File: config.mk
export PLATFORM = sky130hd
export DESIGN_NAME = gmii_tx_sched
export DESIGN_NICKNAME = d
export VERILOG_FILES = /design/src/rtl/gmii_tx_sched.sv
export SDC_FILE = /design/constraint.sdc
export NUM_CORES = 1
export LEC_CHECK = 0
export BUFFER_PORTS_ARGS = -buffer_cell sky130_fd_sc_hd__clkbuf_2
export CAP_MARGIN = 10
export CORE_MARGIN = 10
export CORE_UTILIZATION = 54
export DETAILED_ROUTE_END_ITERATION = 6
export PLACE_DENSITY_LB_ADDON = 0.1
export RECOVER_POWER = 50
export SKIP_CTS_REPAIR_TIMING = 1
export SYNTH_ARGS = -nofsm -noshare
export SYNTH_HDL_FRONTEND = slang
export SYNTH_SLANG_ARGS = --single-unit
File: constraint.sdc
create_clock -name sys_clk -period 3.64 [get_ports sys_clk]
set_input_delay 0.182 -clock sys_clk [delete_from_list [all_inputs] [get_ports sys_clk]]
set_output_delay 0.182 -clock sys_clk [all_outputs]
set_load 0.01 [all_outputs]
File: src/rtl/gmii_tx_sched.sv
// GMII transmit scheduler: pulls length/timestamp-tagged frames from a 16-bit
// ring buffer and sends them with preamble, zero padding, CRC-32 and IFG.
module gmii_tx_sched (
  input  logic        sys_clk,
  input  logic        sys_rst_n,
  input  logic        tx_enable,
  input  logic [47:0] global_counter,
  input  logic [11:0] txmem_wr_ptr,
  output logic [11:0] txmem_rd_ptr,
  output logic [11:0] txmem_addr,
  input  logic [15:0] txmem_rdata,
  output logic [7:0]  gmii_txd,
  output logic        gmii_tx_en,
  output logic [31:0] tx_frames,
  output logic [15:0] tx_drops
);
  typedef enum logic [3:0] {
    IDLE, HDR, CHECK, WAIT_TS, PRE, DATA, PAD, FCS, IFG, DROP
  } state_t;

  state_t      state_q, state_d;
  logic [3:0]  cnt_q, cnt_d;
  logic [11:0] bcnt_q, bcnt_d;
  logic [11:0] len_q, len_d;
  logic [47:0] ts_q, ts_d;
  logic [11:0] nxt_q, nxt_d;
  logic        hdr_ok_q, hdr_ok_d;
  logic [31:0] crc_q, crc_d;
  logic [11:0] rd_ptr_q, rd_ptr_d;
  logic [11:0] addr_q, addr_d;
  logic [7:0]  txd_q, txd_d;
  logic        en_q, en_d;
  logic [31:0] frames_q, frames_d;
  logic [15:0] drops_q, drops_d;

  logic [11:0] need_w, avail_w, avail_nxt_w, end_ptr_w;
  logic        len_ok_w, ts_ok_w, fetch_w;
  logic [3:0]  hk_w;
  logic [7:0]  byte_w;
  logic [31:0] crc_fin_w;

  function automatic logic [31:0] crc_byte(input logic [31:0] c, input logic [7:0] b);
    logic [31:0] r;
    r = c ^ {24'd0, b};
    for (int i = 0; i < 8; i++) begin
      r = r[0] ? ((r >> 1) ^ 32'hEDB88320) : (r >> 1);
    end
    return r;
  endfunction

  assign need_w      = 12'd4 + {1'b0, len_q[11:1]} + {11'd0, len_q[0]};
  assign avail_w     = txmem_wr_ptr - rd_ptr_q;
  assign avail_nxt_w = txmem_wr_ptr - nxt_q;
  assign end_ptr_w   = rd_ptr_q + need_w;
  assign len_ok_w    = (len_q >= 12'd14) && (len_q <= 12'd1514);
  assign ts_ok_w     = (ts_q == 48'd0) || (global_counter >= ts_q);
  assign byte_w      = bcnt_q[0] ? txmem_rdata[7:0] : txmem_rdata[15:8];
  assign crc_fin_w   = ~crc_q;
  // The next header is prefetched during IFG so back-to-back frames keep a 12-cycle gap.
  assign fetch_w     = (state_q == HDR) ||
                       ((state_q == IFG) && (cnt_q >= 4'd1) && (cnt_q <= 4'd5));
  assign hk_w        = (state_q == HDR) ? cnt_q : (cnt_q - 4'd1);

  always_comb begin
    state_d  = state_q;
    cnt_d    = cnt_q;
    bcnt_d   = bcnt_q;
    len_d    = len_q;
    ts_d     = ts_q;
    nxt_d    = nxt_q;
    hdr_ok_d = hdr_ok_q;
    crc_d    = crc_q;
    rd_ptr_d = rd_ptr_q;
    addr_d   = addr_q;
    txd_d    = 8'h00;
    en_d     = 1'b0;
    frames_d = frames_q;
    drops_d  = drops_q;

    if (fetch_w) begin
      if (hk_w <= 4'd3) addr_d = addr_q + 12'd1;
      case (hk_w)
        4'd1:    len_d        = txmem_rdata[11:0];
        4'd2:    ts_d[47:32]  = txmem_rdata;
        4'd3:    ts_d[31:16]  = txmem_rdata;
        4'd4:    ts_d[15:0]   = txmem_rdata;
        default: ;
      endcase
    end

    case (state_q)
      IDLE: begin
        if (tx_enable && (rd_ptr_q != txmem_wr_ptr)) begin
          state_d = HDR;
          cnt_d   = 4'd0;
          addr_d  = rd_ptr_q;
        end
      end
      HDR: begin
        cnt_d = cnt_q + 4'd1;
        if (cnt_q == 4'd4) state_d = CHECK;
      end
      CHECK: begin
        if (!len_ok_w)              state_d = DROP;
        else if (avail_w >= need_w) state_d = WAIT_TS;
      end
      WAIT_TS: begin
        if (ts_ok_w) begin
          state_d = PRE;
          cnt_d   = 4'd0;
        end
      end
      PRE: begin
        en_d  = 1'b1;
        txd_d = (cnt_q == 4'd7) ? 8'hD5 : 8'h55;
        crc_d = 32'hFFFF_FFFF;
        cnt_d = cnt_q + 4'd1;
        if (cnt_q == 4'd7) begin
          state_d = DATA;
          bcnt_d  = 12'd0;
        end
      end
      DATA: begin
        en_d   = 1'b1;
        txd_d  = byte_w;
        crc_d  = crc_byte(crc_q, byte_w);
        bcnt_d = bcnt_q + 12'd1;
        if (!bcnt_q[0]) addr_d = addr_q + 12'd1;
        if (bcnt_q == len_q - 12'd1) begin
          state_d = (len_q < 12'd60) ? PAD : FCS;
          cnt_d   = 4'd0;
        end
      end
      PAD: begin
        en_d   = 1'b1;
        crc_d  = crc_byte(crc_q, 8'h00);
        bcnt_d = bcnt_q + 12'd1;
        if (bcnt_q == 12'd59) begin
          state_d = FCS;
          cnt_d   = 4'd0;
        end
      end
      FCS: begin
        en_d = 1'b1;
        case (cnt_q[1:0])
          2'd0:    txd_d = crc_fin_w[7:0];
          2'd1:    txd_d = crc_fin_w[15:8];
          2'd2:    txd_d = crc_fin_w[23:16];
          default: txd_d = crc_fin_w[31:24];
        endcase
        cnt_d = cnt_q + 4'd1;
        if (cnt_q == 4'd3) begin
          state_d = IFG;
          cnt_d   = 4'd0;
        end
      end
      IFG: begin
        cnt_d = cnt_q + 4'd1;
        if (cnt_q == 4'd0) begin
          nxt_d    = end_ptr_w;
          addr_d   = end_ptr_w;
          hdr_ok_d = (txmem_wr_ptr != end_ptr_w);
        end
        if (cnt_q == 4'd11) begin
          rd_ptr_d = nxt_q;
          frames_d = frames_q + 32'd1;
          cnt_d    = 4'd0;
          if (tx_enable && hdr_ok_q) begin
            if (len_ok_w && (avail_nxt_w >= need_w) && ts_ok_w) state_d = PRE;
            else                                                 state_d = CHECK;
          end else begin
            state_d = IDLE;
          end
        end
      end
      DROP: begin
        rd_ptr_d = end_ptr_w;
        drops_d  = drops_q + 16'd1;
        state_d  = IDLE;
      end
      default: state_d = IDLE;
    endcase
  end

  always_ff @(posedge sys_clk) begin
    if (!sys_rst_n) begin
      state_q  <= IDLE;
      cnt_q    <= 4'd0;
      bcnt_q   <= 12'd0;
      len_q    <= 12'd0;
      ts_q     <= 48'd0;
      nxt_q    <= 12'd0;
      hdr_ok_q <= 1'b0;
      crc_q    <= 32'd0;
      rd_ptr_q <= 12'd0;
      addr_q   <= 12'd0;
      txd_q    <= 8'h00;
      en_q     <= 1'b0;
      frames_q <= 32'd0;
      drops_q  <= 16'd0;
    end else begin
      state_q  <= state_d;
      cnt_q    <= cnt_d;
      bcnt_q   <= bcnt_d;
      len_q    <= len_d;
      ts_q     <= ts_d;
      nxt_q    <= nxt_d;
      hdr_ok_q <= hdr_ok_d;
      crc_q    <= crc_d;
      rd_ptr_q <= rd_ptr_d;
      addr_q   <= addr_d;
      txd_q    <= txd_d;
      en_q     <= en_d;
      frames_q <= frames_d;
      drops_q  <= drops_d;
    end
  end

  assign txmem_rd_ptr = rd_ptr_q;
  assign txmem_addr   = addr_q;
  assign gmii_txd     = txd_q;
  assign gmii_tx_en   = en_q;
  assign tx_frames    = frames_q;
  assign tx_drops     = drops_q;
endmodule

==> results.md <==
- Pwr dens: 521 nW/um2
- Gpl congestion: 0.942
- CP endpoint kind: flip-flop
- Cts bufs inserted: 23
- Crit-path max FO: 3
- Max Root-Sink Buffers: 3
- Yosys cell types: 82
- Synth Net Count: 1,951
- Final ANT Viol Nets: 0
- Starting Density: 54.9%
- Post-synth ARST share: 0%
- Compound-Gate Fraction of Synth Area: 16.8%
- Leading cell types in the layout, fill and taps excluded: nor2_1 (211), dfxtp_1 (206), xnor2_1 (132), a21oi_1 (120), ha_1 (115)
- Post-Synth XOR/XNOR Area: 14.8%
- Setup ws final: 0.155 ns
- Setup-failing EPs final: 0
- Pre-CTS WS: -0.00312 ns
- Core area: 26,100 um2
- Max-slew violation count: 0
- Post-Synthesis Cells: 1,752
- Placed cell area: 15,700 um2
- EDFF count, synth: 0
- Slew HR: 6.55%
- Post-DP HPWL: 32,100 um
- GRT Total Usage: 24.5%
- H-tree lvl count: 1
- Hold Vio Cnt, Final: 0
- Skew final: 0.0107 ns
- Reg-to-Reg End: state_q[1]$_SDFFE_PN0P_
- Area growth from synthesis to layout: 14.4%
- R2R Path Start: nxt_q[0]$_SDFFE_PN0P_
- Via Count: 13,300
- Most common cell after layout, fill and taps aside: nor2_1
- Peak VDD IR: 0.308 mV
- Worst-Skew Late Latency: 0.51 ns
- Vias per Instance: 5.89
- TritonCTS clock tree: yes
- Most used flip-flop cell after synthesis: dfxtp_1
- R2R Setup Slk: 0.16 ns
- Setup CP Type: reg -> reg
- Largest family of logic cells by synthesized area: simple AND/OR/NAND/NOR gates
- Number of global-route vias before repair: 12,800
- Crit. path cell count: 18
- CP endpoint: state_q[1]$_SDFFE_PN0P_
- Die area: 33,500 um2
- Layout net count: 2,109
- Ant. Diodes: 0
- CTS root buffer: clkbuf_16
- Routed WL: 42,800 um
- Crit-path slowest cell: fa_1
- IO Count: 160
- Cell family with most CP delay: compound AO/OA/AOI/OAI gates
- Synthesized area: 14,300 um2
- Die width: 183 um
- Leakage Power: 0.00640 uW
- Mux cell area share after synthesis: 5.48%
- Power, Total: 8550 uW
- Flops & latches, synth: 206
- Finished Cell Area: 16,400 um2
- First-pass GRT wire length: 68,500 um
- Source of the critical timing path: nxt_q[0]$_SDFFE_PN0P_
- Arr. time, crit path: 3.85 ns
- Largest net degree at the start of global routing: 67
- Hold Path Class: in -> reg
- Crit start category: flip-flop
- CP bufs+invs: 1
- HP Start: txmem_rdata[5]
- GR Overflow Total: 0
- Yosys warnings: 0
- Achievable Freq: 287 MHz
- Simple-Gate Fraction of Synth Area: 18.1%
- Wirelength per Cell: 19.0 um
- Seq/Total Area, Yosys: 28.7%
- Status: completed
- Die H: 183 um
- DR pass1 iterations: 5
- Slowest stage delay, CP: 0.40 ns
- RSZ-0062 raised after global routing: true
- WP data required: 4.00 ns
- Adder-cell area share of the yosys netlist: 10.6%
- Tcrit/Tclk final: 95.7%
- Slew @ Worst Pin: 1.40 ns
- Residual DRC: 0
- Register-to-Register Path Depth: 18
- Placement Rows: 59
- Final Critical Period: 3.48 ns
- Initial DRC Count: 1,023
- Layout cells sized above 1: 11.6%
- Min Hold Slack: 0.0237 ns
- Max-cap violations: 0
- Clk sinks: 206
- Clock Pin Slew Worst Setup and Hold Paths: 0.06 ns
- Crit-path cells: ha_1 -> inv_1 -> fa_1 -> a21o_1 -> a21oi_2 -> o21bai_1 -> a21oi_2 -> o21bai_1 -> a21oi_2 -> o21bai_1 -> a21oi_1 -> xnor2_1 -> ha_1 -> o211ai_1 -> o21ai_1 -> nand3_1 -> a211oi_1 -> a211oi_1
- Synthesized area per cell: 8.19 um2
- Port bufs: 159
- Initial antenna violation count: 0
-- power breakdown --
group | switching, uW | internal, uW
combinational | 1990 | 1370
clock | 978 | 1580
sequential | 204 | 2420
total | 3170 | 5370
-- sequential cells by signal, summed over array words and instances, names as in the netlist --
name and count:
state_q 4, txmem_rd_ptr 12, gmii_tx_en 1, bcnt_q 12, cnt_q 4, gmii_txd 8
tx_frames 32, crc_q 32, ts_q 48, txmem_addr 12, tx_drops 16, hdr_ok_q 1
len_q 12, nxt_q 12
-- cell usage after synthesis, types with 32 or more instances --
| cell | instances | area (um2) |
|---|---|---|
| nand2_1 | 107 | 402 |
| a21oi_1 | 129 | 646 |
| clkbuf_1 | 64 | 240 |
| xor2_1 | 98 | 858 |
| mux2i_1 | 69 | 691 |
| xnor2_1 | 133 | 1160 |
| nand4_1 | 32 | 200 |
| dfxtp_1 | 206 | 4120 |
| o21ai_0 | 73 | 365 |
| ha_1 | 117 | 1460 |
| nor2_1 | 211 | 792 |
| inv_1 | 106 | 398 |
| nand3_1 | 51 | 255 |
-- final cells by class --
| class | count | area (um2) |
|---|---|---|
| Timing Repair Buffer | 218 | 1110 |
| Clock buffer | 28 | 624 |
| Multi-Input combinational cell | 1352 | 9520 |
| Inverter | 109 | 412 |
| Sequential cell | 206 | 4120 |
| Tap cell | 335 | 419 |
| Clock inverter | 12 | 203 |
| Fill cell | 2446 | 9720 |
-- cell families (layout without fill, tap and decap cells) --
logic type / after synthesis / in the layout
mux: 74 / 74
flops: 206 / 206
fa+ha+maj: 120 / 120
compound gates: 374 / 374
xor+xnor: 237 / 237
simple gates: 547 / 547
buf+inv: 194 / 367
-- metal layers --
metal / vias to the layer above / track usage [%] / wire length [um]
li1: 6462 / - / -
met1: 6277 / 32.3 / 19000
met2: 494 / 40.6 / 19800
met3: 68 / 4.60 / 3100
met4: 0 / 5.90 / 983
met5: - / 0 / 0
-- tightest hold or removal path, stage by stage --
cell	delay, ns
clkbuf_2	0.16
mux2i_1	0.09
nor2_1	0.07
-- worst min-delay path by stage --
stage                                        to  slack (ns)  cells after the start
after floorplan            ts_q[0]$_SDFFE_PN0P_        0.33                      2
after global placement    nxt_q[8]$_SDFFE_PN0P_        0.46                      2
after detailed placement  nxt_q[8]$_SDFFE_PN0P_        0.47                      2
after CTS                 ts_q[21]$_SDFFE_PN0P_        0.01                      3
after global routing      ts_q[45]$_SDFFE_PN0P_        0.02                      3
final                     ts_q[21]$_SDFFE_PN0P_        0.02                      3
-- metrics by stage --
step | TNS (ns) | instances | util (%)
4_1_cts | 0 | 2260 | 63.1
2_1_floorplan | 0 | 1752 | -
3_5_place_dp | -0.00312 | 2220 | 59.9
6_report | 0 | 2260 | 62.8
3_3_place_gp | 0 | 2220 | 59.9
5_1_grt | -0.168 | 2260 | 62.8
(Power assumes the default switching activity.)
